### config.mk
export PLATFORM = sky130hd
export DESIGN_NAME = control_sequencer
export DESIGN_NICKNAME = d
export VERILOG_FILES = /design/src/rtl/cpu_ctrl_pkg.sv /design/src/rtl/ctrl_decode.sv /design/src/rtl/control_sequencer.sv
export SDC_FILE = /design/constraint.sdc
export NUM_CORES = 1
export LEC_CHECK = 0
export ABC_CLOCK_PERIOD_IN_PS = 4550
export CAP_MARGIN = 20
export CORE_UTILIZATION = 32
export CTS_BUF_LIST = sky130_fd_sc_hd__clkbuf_8
export CTS_CLUSTER_DIAMETER = 40
export DETAILED_ROUTE_END_ITERATION = 16
export GPL_ROUTABILITY_DRIVEN = 0
export GPL_TIMING_DRIVEN = 1
export PLACE_DENSITY = 0.87
export SLEW_MARGIN = 20
export SYNTH_ARGS = -nofsm -noshare
export SYNTH_HDL_FRONTEND = slang
export SYNTH_SLANG_ARGS = --single-unit
### constraint.sdc
create_clock -name clock -period 4.55 [get_ports clock]
set_input_delay 1.365 -clock clock [delete_from_list [all_inputs] [get_ports clock]]
set_output_delay 1.365 -clock clock [all_outputs]
set_load 0.05 [all_outputs]
### src/rtl/cpu_ctrl_pkg.sv
// Shared definitions for the Mini-SRC control sequencer: state encoding, opcodes,
// ALU codes and control-word bit positions (also used by the ctrl[] wrapper).
package cpu_ctrl_pkg;

    localparam int OPW   = 5;
    localparam int CTRLW = 19;
    localparam int ALUW  = 5;

    typedef enum logic [3:0] {
        ST_RESET = 4'd0,
        ST_T0    = 4'd1,
        ST_T1    = 4'd2,
        ST_T2    = 4'd3,
        ST_T3    = 4'd4,
        ST_T4    = 4'd5,
        ST_T5    = 4'd6,
        ST_T6    = 4'd7,
        ST_T7    = 4'd8,
        ST_HALT  = 4'd9
    } state_t;

    localparam logic [OPW-1:0] OP_LD   = 5'b00000;
    localparam logic [OPW-1:0] OP_LDI  = 5'b00001;
    localparam logic [OPW-1:0] OP_ST   = 5'b00010;
    localparam logic [OPW-1:0] OP_ADD  = 5'b00011;
    localparam logic [OPW-1:0] OP_SUB  = 5'b00100;
    localparam logic [OPW-1:0] OP_AND  = 5'b00101;
    localparam logic [OPW-1:0] OP_OR   = 5'b00110;
    localparam logic [OPW-1:0] OP_ADDI = 5'b01100;
    localparam logic [OPW-1:0] OP_ANDI = 5'b01101;
    localparam logic [OPW-1:0] OP_ORI  = 5'b01110;
    localparam logic [OPW-1:0] OP_NOP  = 5'b11010;
    localparam logic [OPW-1:0] OP_HALT = 5'b11011;

    localparam logic [ALUW-1:0] ALU_NONE = 5'b00000;
    localparam logic [ALUW-1:0] ALU_ADD  = 5'b00011;
    localparam logic [ALUW-1:0] ALU_SUB  = 5'b00100;
    localparam logic [ALUW-1:0] ALU_AND  = 5'b00101;
    localparam logic [ALUW-1:0] ALU_OR   = 5'b00110;

    localparam int C_PCOUT  = 0;
    localparam int C_INCPC  = 1;
    localparam int C_MARIN  = 2;
    localparam int C_READ   = 3;
    localparam int C_WRITE  = 4;
    localparam int C_RAMEN  = 5;
    localparam int C_MDRIN  = 6;
    localparam int C_MDROUT = 7;
    localparam int C_IRIN   = 8;
    localparam int C_GRA    = 9;
    localparam int C_GRB    = 10;
    localparam int C_GRC    = 11;
    localparam int C_RIN    = 12;
    localparam int C_ROUT   = 13;
    localparam int C_BAOUT  = 14;
    localparam int C_COUT   = 15;
    localparam int C_YIN    = 16;
    localparam int C_ZLOIN  = 17;
    localparam int C_ZLOOUT = 18;

    // Instructions whose effective address is rB + C (ld, ldi, st).
    function automatic logic is_addr_op(input logic [OPW-1:0] op);
        return (op == OP_LD) || (op == OP_LDI) || (op == OP_ST);
    endfunction

    function automatic logic is_rtype(input logic [OPW-1:0] op);
        return (op == OP_ADD) || (op == OP_SUB) || (op == OP_AND) || (op == OP_OR);
    endfunction

    function automatic logic is_imm(input logic [OPW-1:0] op);
        return (op == OP_ADDI) || (op == OP_ANDI) || (op == OP_ORI);
    endfunction

    function automatic logic has_execute(input logic [OPW-1:0] op);
        return is_addr_op(op) || is_rtype(op) || is_imm(op);
    endfunction

endpackage

### src/rtl/ctrl_decode.sv
// Combinational decode of (state, opcode) into the control word and ALU code.
// Undefined opcodes never reach T3, but decode to all-zero there regardless.
module ctrl_decode
    import cpu_ctrl_pkg::*;
(
    input  state_t            state,
    input  logic [OPW-1:0]    opcode,
    output logic [CTRLW-1:0]  ctrl,
    output logic [ALUW-1:0]   alu_ctrl
);

    logic op_addr;
    logic op_r;
    logic op_i;

    assign op_addr = is_addr_op(opcode);
    assign op_r    = is_rtype(opcode);
    assign op_i    = is_imm(opcode);

    always_comb begin
        ctrl     = '0;
        alu_ctrl = ALU_NONE;
        case (state)
            ST_T0: begin
                ctrl[C_PCOUT] = 1'b1;
                ctrl[C_MARIN] = 1'b1;
                ctrl[C_INCPC] = 1'b1;
            end
            ST_T1: begin
                ctrl[C_READ]  = 1'b1;
                ctrl[C_RAMEN] = 1'b1;
                ctrl[C_MDRIN] = 1'b1;
            end
            ST_T2: begin
                ctrl[C_MDROUT] = 1'b1;
                ctrl[C_IRIN]   = 1'b1;
            end
            ST_T3: begin
                if (op_addr || op_r || op_i) begin
                    ctrl[C_GRB] = 1'b1;
                    ctrl[C_YIN] = 1'b1;
                end
                // Base-address forms read R0 as zero through BAout.
                if (op_addr)
                    ctrl[C_BAOUT] = 1'b1;
                if (op_r || op_i)
                    ctrl[C_ROUT] = 1'b1;
            end
            ST_T4: begin
                if (op_addr || op_i) begin
                    ctrl[C_COUT]  = 1'b1;
                    ctrl[C_ZLOIN] = 1'b1;
                end
                if (op_r) begin
                    ctrl[C_GRC]   = 1'b1;
                    ctrl[C_ROUT]  = 1'b1;
                    ctrl[C_ZLOIN] = 1'b1;
                    // R-type opcodes are numerically equal to their ALU codes.
                    alu_ctrl      = opcode;
                end
                if (op_addr || opcode == OP_ADDI)
                    alu_ctrl = ALU_ADD;
                else if (opcode == OP_ANDI)
                    alu_ctrl = ALU_AND;
                else if (opcode == OP_ORI)
                    alu_ctrl = ALU_OR;
            end
            ST_T5: begin
                if (opcode == OP_LD || opcode == OP_ST) begin
                    ctrl[C_ZLOOUT] = 1'b1;
                    ctrl[C_MARIN]  = 1'b1;
                end else if (op_addr || op_r || op_i) begin
                    ctrl[C_ZLOOUT] = 1'b1;
                    ctrl[C_GRA]    = 1'b1;
                    ctrl[C_RIN]    = 1'b1;
                end
            end
            ST_T6: begin
                if (opcode == OP_LD) begin
                    ctrl[C_READ]  = 1'b1;
                    ctrl[C_RAMEN] = 1'b1;
                    ctrl[C_MDRIN] = 1'b1;
                end else if (opcode == OP_ST) begin
                    ctrl[C_GRA]   = 1'b1;
                    ctrl[C_ROUT]  = 1'b1;
                    ctrl[C_MDRIN] = 1'b1;
                end
            end
            ST_T7: begin
                if (opcode == OP_LD) begin
                    ctrl[C_MDROUT] = 1'b1;
                    ctrl[C_GRA]    = 1'b1;
                    ctrl[C_RIN]    = 1'b1;
                end else if (opcode == OP_ST) begin
                    ctrl[C_WRITE] = 1'b1;
                    ctrl[C_RAMEN] = 1'b1;
                end
            end
            default: begin
                ctrl     = '0;
                alu_ctrl = ALU_NONE;
            end
        endcase
    end

endmodule

### src/rtl/control_sequencer.sv
// Hardwired Moore control unit for the Mini-SRC datapath: state register and
// next-state logic. Define CTRL_MEM_WAIT_EN to add mem_ready stalling of RAM states.
module control_sequencer
    import cpu_ctrl_pkg::*;
(
    input  logic              clock,
    input  logic              clear,
    input  logic [31:0]       ir,
`ifdef CTRL_MEM_WAIT_EN
    input  logic              mem_ready,
`endif
    output logic [CTRLW-1:0]  ctrl,
    output logic [ALUW-1:0]   aluControl,
    output logic              run,
    output logic [3:0]        present_state
);

    state_t          state_q;
    state_t          state_d;
    logic [OPW-1:0]  opcode;
    logic            mem_hold;
    logic            unused_ir_fields;

    assign opcode           = ir[31:27];
    assign unused_ir_fields = ^ir[26:0];

    ctrl_decode u_decode (
        .state    (state_q),
        .opcode   (opcode),
        .ctrl     (ctrl),
        .alu_ctrl (aluControl)
    );

`ifdef CTRL_MEM_WAIT_EN
    // Any state driving a RAM access waits for the RAM, strobes held meanwhile.
    assign mem_hold = ~mem_ready & (ctrl[C_READ] | ctrl[C_WRITE]);
`else
    assign mem_hold = 1'b0;
`endif

    always_comb begin
        state_d = state_q;
        case (state_q)
            ST_RESET: state_d = ST_T0;
            ST_T0:    state_d = ST_T1;
            ST_T1:    state_d = ST_T2;
            ST_T2: begin
                if (opcode == OP_HALT)
                    state_d = ST_HALT;
                else if (has_execute(opcode))
                    state_d = ST_T3;
                else
                    state_d = ST_T0;
            end
            ST_T3:    state_d = ST_T4;
            ST_T4:    state_d = ST_T5;
            ST_T5: begin
                if (opcode == OP_LD || opcode == OP_ST)
                    state_d = ST_T6;
                else
                    state_d = ST_T0;
            end
            ST_T6:    state_d = ST_T7;
            ST_T7:    state_d = ST_T0;
            ST_HALT:  state_d = ST_HALT;
            default:  state_d = ST_RESET;
        endcase
        if (mem_hold)
            state_d = state_q;
    end

    always_ff @(posedge clock) begin
        if (clear)
            state_q <= ST_RESET;
        else
            state_q <= state_d;
    end

    assign run           = (state_q != ST_RESET) && (state_q != ST_HALT);
    assign present_state = state_q;

endmodule

* Word-level counts from Yosys, hierarchy flattened *
Index checks and enable logic that the tools add are counted.

storage, ports and cells
  register bits after elaboration = 4
  input bits = 34
  output and inout port bits = 29
  word-level logic and storage cells = 80

operators by class
  eq/ne operators = 20
  mux-type cells = 41
  reduce and logical (&&, ||, !) cells = 18

operators by type and width
  operator                                                         count
  4-bit one-hot mux with 9 select lines                            1
  5-bit two-way mux                                                5
  1-bit two-way mux                                                21
  4-bit by 3-bit == test with 1-bit output, second input constant  4
  5-bit by 3-bit == test with 1-bit output, second input constant  3
  5-bit by 4-bit == test with 1-bit output, second input constant  3
  1-bit logical OR                                                 13
  5-bit by 2-bit == test with 1-bit output, second input constant  2
  1-bit one-hot mux with 2 select lines                            5
  1-bit one-hot mux with 3 select lines                            3
  4-bit by 2-bit == test with 1-bit output, second input constant  2
  4-bit == test, second input constant                             2
  2-bit two-way mux                                                3
  3-bit two-way mux                                                2
  5-bit by 1-bit == test with 1-bit output, second input constant  1
  5-bit == test, second input constant                             1
  5-bit zero test                                                  1
  4-bit by 1-bit == test with 1-bit output, second input constant  1
  4-bit zero test                                                  1
  4-bit two-way mux                                                1
  4-bit inequality test, second input constant                     1
  4-bit nonzero test                                               1
  2-bit OR reduction                                               1
  1-bit logical AND                                                1

* Depth between registers and ports, before layout *
  depth after elaboration = 9
  gate-level depth with buffers = 6
  depth with buffers taken out = 4

* Hierarchy *
Synthesis repeated with hierarchy kept, for this count alone.

second synthesis, totals
  cell total of the unflattened synthesis = 106
  area, all modules = 752.0 um2

by module, submodules not included
  module             times used  cells each  area an instance (um2)  sequential area each (um2)
  ctrl_decode        1           70          446.7                   0.0
  control_sequencer  1           36          305.3                   80.1

* Worst setup path after synthesis *
No wires, ideal clock.

  path kind = input -> output
  start = in ir[30]
  end = out ctrl[9]
  arrival time = 4421 ps
  data required time = 3185 ps
  slack = -1236 ps
  stages = 6
  buffers on the path = 2
  cells stage by stage = buf_2 -> nor2b_1 -> buf_2 -> nor4_1 -> a21o_1 -> o21bai_1

between the ends
  longest elaborated chain between the ends = 9
  elaborated cells between the ends (all ways) = 26
  those cells by class = 9 x eq/ne; 6 x mux; 11 x reduce/logical

ends and longest elaborated chain
  what                                                                                                  RTL line                 text
  start: declaration                                                                                    control_sequencer.sv:8   input logic [31:0] ir,
  5-bit by 2-bit == test with 1-bit output or 5-bit by 3-bit == test with 1-bit output (tied branches)  cpu_ctrl_pkg.sv:67       return (op == OP_ADD) || (op == OP_SUB) || (op == OP_AND) || (op == OP_OR);
  1-bit logical OR (3 in a row)                                                                         cpu_ctrl_pkg.sv:67
  1-bit logical OR (2 in a row)                                                                         ctrl_decode.sv:72        end else if (op_addr || op_r || op_i) begin
  1-bit two-way mux                                                                                     ctrl_decode.sv:72
  1-bit two-way mux                                                                                     ctrl_decode.sv:69        if (opcode == OP_LD || opcode == OP_ST) begin
  1-bit one-hot mux with 3 select lines *                                                               ctrl_decode.sv:23        case (state)
  end: declaration                                                                                      control_sequencer.sv:12  output logic [CTRLW-1:0] ctrl,

Mark *: on every way between the ends. The rest lies on a longest branch, timed or not.

* Worst setup path after layout *
Same ends and word-level chain as after synthesis.

==> flow_summary.json <==
{
  "intPower_uw": 138,
  "leakage_nw": 0.482,
  "ys_seq_elements": 4,
  "antenna-diode-count": 0,
  "flow.area_growth_from_synthesis_pct": 104,
  "path_max_fanout": 10,
  "seq_power_share_pct": 19.2,
  "floorplan.die.width_um": 46.1,
  "final_max_tran_viols": 0,
  "die-area_sq_um": 2130,
  "cts.reportedPaths.clkPinSlew_ps": 30,
  "comb_power_share_pct": 47.8,
  "timing.fmax_mhz": 225,
  "finalHoldViolations": 0,
  "timing.final.crit_period_ps": 4440,
  "startpoint_class_of_the_critical_path": "input port",
  "slowest_stage": "sky130_fd_sc_hd__clkdlybuf4s50_1",
  "crit_chain": "clkdlybuf4s50_1 -> buf_4 -> nor2b_1 -> nor4_4 -> a21o_1 -> o21bai_1 -> buf_12",
  "routed_via_density": 5.36,
  "pwr-share-clk_pct": 33.0,
  "worstPathRequired_ps": 3180,
  "finalWirelength_mm": 1.88,
  "largest_reg_flops": 4,
  "netSwitchingFraction_pct": 39.6,
  "worst-setup-path-type": "input port to primary output",
  "worstSkewPairLatency_ps": 220,
  "rsz0062_at_grt": "false",
  "drtAntennaViolNets": 0,
  "synth_warnings": 0,
  "io_pins": 63,
  "detail_route.drc_violations": 0,
  "cts-htree-levels": 1,
  "floorplan.initialDensity_pct": 34.9,
  "yosys_cell_types": 41,
  "drive_gt1_share_pct": 40.5,
  "die-height_um": 46.1,
  "cts_tree": "done",
  "grt_pass1_vias": 708,
  "grt_max_degree": 17,
  "area_after_detailed_placement_sq_um": 1220,
  "final_nets": 162,
  "critPathMaxStageDelay_ps": 480,
  "netSwitchingPower_uw": 90.5,
  "gr-usage-all-layers_pct": 19.3,
  "postCtsHoldBufs": 0,
  "setup.worst_path.end_class": "primary output",
  "fin_worst_skew_ps": 6.75,
  "cellPowerDensity_nw_per_um2": 179,
  "max-cap-violations": 0,
  "max-clock-path-buffers": 2,
  "hold_path_class": "register to register",
  "run_status": "finished clean",
  "cts.root.buffer_cell": "sky130_fd_sc_hd__clkbuf_8",
  "worstMarginPinSlew_ps": 518,
  "fin_hold_ws_ps": 623,
  "finalInstanceArea_sq_um": 1270,
  "route.vias.total": 810,
  "cts_inserted_buffers": 3,
  "core_area_sq_um": 1780,
  "post_synth.cell_area_avg_sq_um": 7.00,
  "timing.final.setup_violations": 0,
  "grt_first_pass_wirelength_mm": 2.96,
  "input_output_buffers": 33,
  "rrSetupSlack_ps": 3150,
  "fp-row-count": 15,
  "wire_per_inst_um": 12.5,
  "max-slew-margin-rel_pct": 65.4,
  "detailedPlacementHpwl_mm": 1.54,
  "final_min_period_over_clock_period_pct": 97.5,
  "cp_data_arrival_time_ps": 3070,
  "global_route.overflow_total": 0,
  "synth_sequential_area_ratio_pct": 12.9,
  "antenna_found_initial": 0,
  "drt_iter0_drc": 19,
  "vdd.ir_drop.worst_v": 0.000261,
  "drt_pass1_iterations": 4,
  "clkSinkCount": 4,
  "syn-instance-count": 89,
  "syn_area_sq_um": 623
}
## path summary, 6_finish.rpt
check,depth (start not counted),endpoint,from
hold / removal,1,present_state[1],present_state[3]
setup reg to reg,3,present_state[3],present_state[3]
hold reg to reg,1,present_state[1],present_state[3]
setup / recovery,7,ctrl[9],ir[30]
## critical path, delay by kind of cell
| kind | cells | cell delay [ps] |
|---|---|---|
| AOI/OAI and AO/OA | 2 | 390 |
| buffers and inverters | 3 | 810 |
| and+or+nand+nor | 2 | 490 |
## final cells by class
| type | count | area (sq um) |
|---|---|---|
| Sequential cell | 4 | 80.1 |
| Inverter | 2 | 7.51 |
| Clock buffer | 3 | 41.3 |
| Multi-Input combinational cell | 70 | 488 |
| Fill cell | 131 | 509 |
| Timing Repair Buffer | 47 | 626 |
| Tap cell | 25 | 31.3 |
## stage by stage
step                      utilization, %  instances  setup slack, ps  setup TNS (ps)  power, mW
after global routing                71.4        151             20.0               0      0.237
after global placement              68.4        148             22.1               0      0.149
after detailed placement            68.4        148            -4.94           -4.94      0.152
after CTS                           70.9        151             93.1               0      0.231
final                               71.4        151              113               0      0.229
after floorplan                        -         90             -252            -557      0.113
## cell families (layout without fill, tap and decap cells)
kind of cell	Yosys count	count (layout)	share of synthesized area (%)
xor+xnor	1	1	1.41
buf+inv	16	52	15.7
flops	4	4	12.9
compound gates	19	19	22.7
simple gates	48	48	46.8
other cells	1	2	0.602
## synthesized netlist by cell type (all sizes together)
library cell	count	area share (%)
a211o	1	1.4
a211oi	3	4.4
a21o	1	1.2
a21oi	1	0.80
a22oi	1	1.2
a31oi	2	2.0
and2	1	1.2
and3	2	2.2
buf	13	14
clkbuf	1	0.60
conb	1	0.60
dfxtp	4	13
inv	2	1.2
nand2	7	4.2
nand2b	3	3.4
nand3b	1	1.2
nand4	1	1.0
nand4bb	1	1.8
nor2	6	3.6
nor2b	2	2.0
nor3	11	9.6
nor3b	1	1.2
nor4	5	7.4
o21a	1	1.2
o21ai	2	1.6
o21ba	1	1.6
o21bai	5	6.0
o31ai	1	1.2
or2	2	2.0
or3	2	2.0
or3b	1	1.4
or4	2	2.4
xnor2	1	1.4
## metal layers
layer | part of all wire (%) | global-route usage (%) | vias up
met5 | 0 | 0 | -
li1 | - | - | 388
met3 | 7.9 | 2.75 | 6
met4 | 2.9 | 10.0 | 0
met1 | 36 | 21.1 | 370
met2 | 54 | 35.2 | 46
## cells in the final DEF (no fill, tap or decap), types with 3 or more instances in the layout
master	n
sky130_fd_sc_hd__buf_12	19
sky130_fd_sc_hd__clkdlybuf4s50_1	14
sky130_fd_sc_hd__buf_4	14
sky130_fd_sc_hd__nor3_1	8
sky130_fd_sc_hd__nand2_1	7
sky130_fd_sc_hd__nor2_1	6
sky130_fd_sc_hd__o21bai_1	4
sky130_fd_sc_hd__dfxtp_1	4
sky130_fd_sc_hd__nor3_2	3
sky130_fd_sc_hd__clkbuf_8	3
## timing repair
action,4_1_cts,5_1_grt
setup endpoints to repair,1,2
setup buffers,0,0
resized for setup,1,2
## power groups by stage
stage	clock network [mW]	logic [mW]	registers, mW
after detailed placement	0	0.108	0.0444
after global placement	0	0.105	0.0441
after CTS	0.0787	0.108	0.0438
after global routing	0.0777	0.114	0.0449
final	0.0755	0.109	0.0438
after floorplan	0	0.0662	0.0464
(Power assumes the default switching activity.)
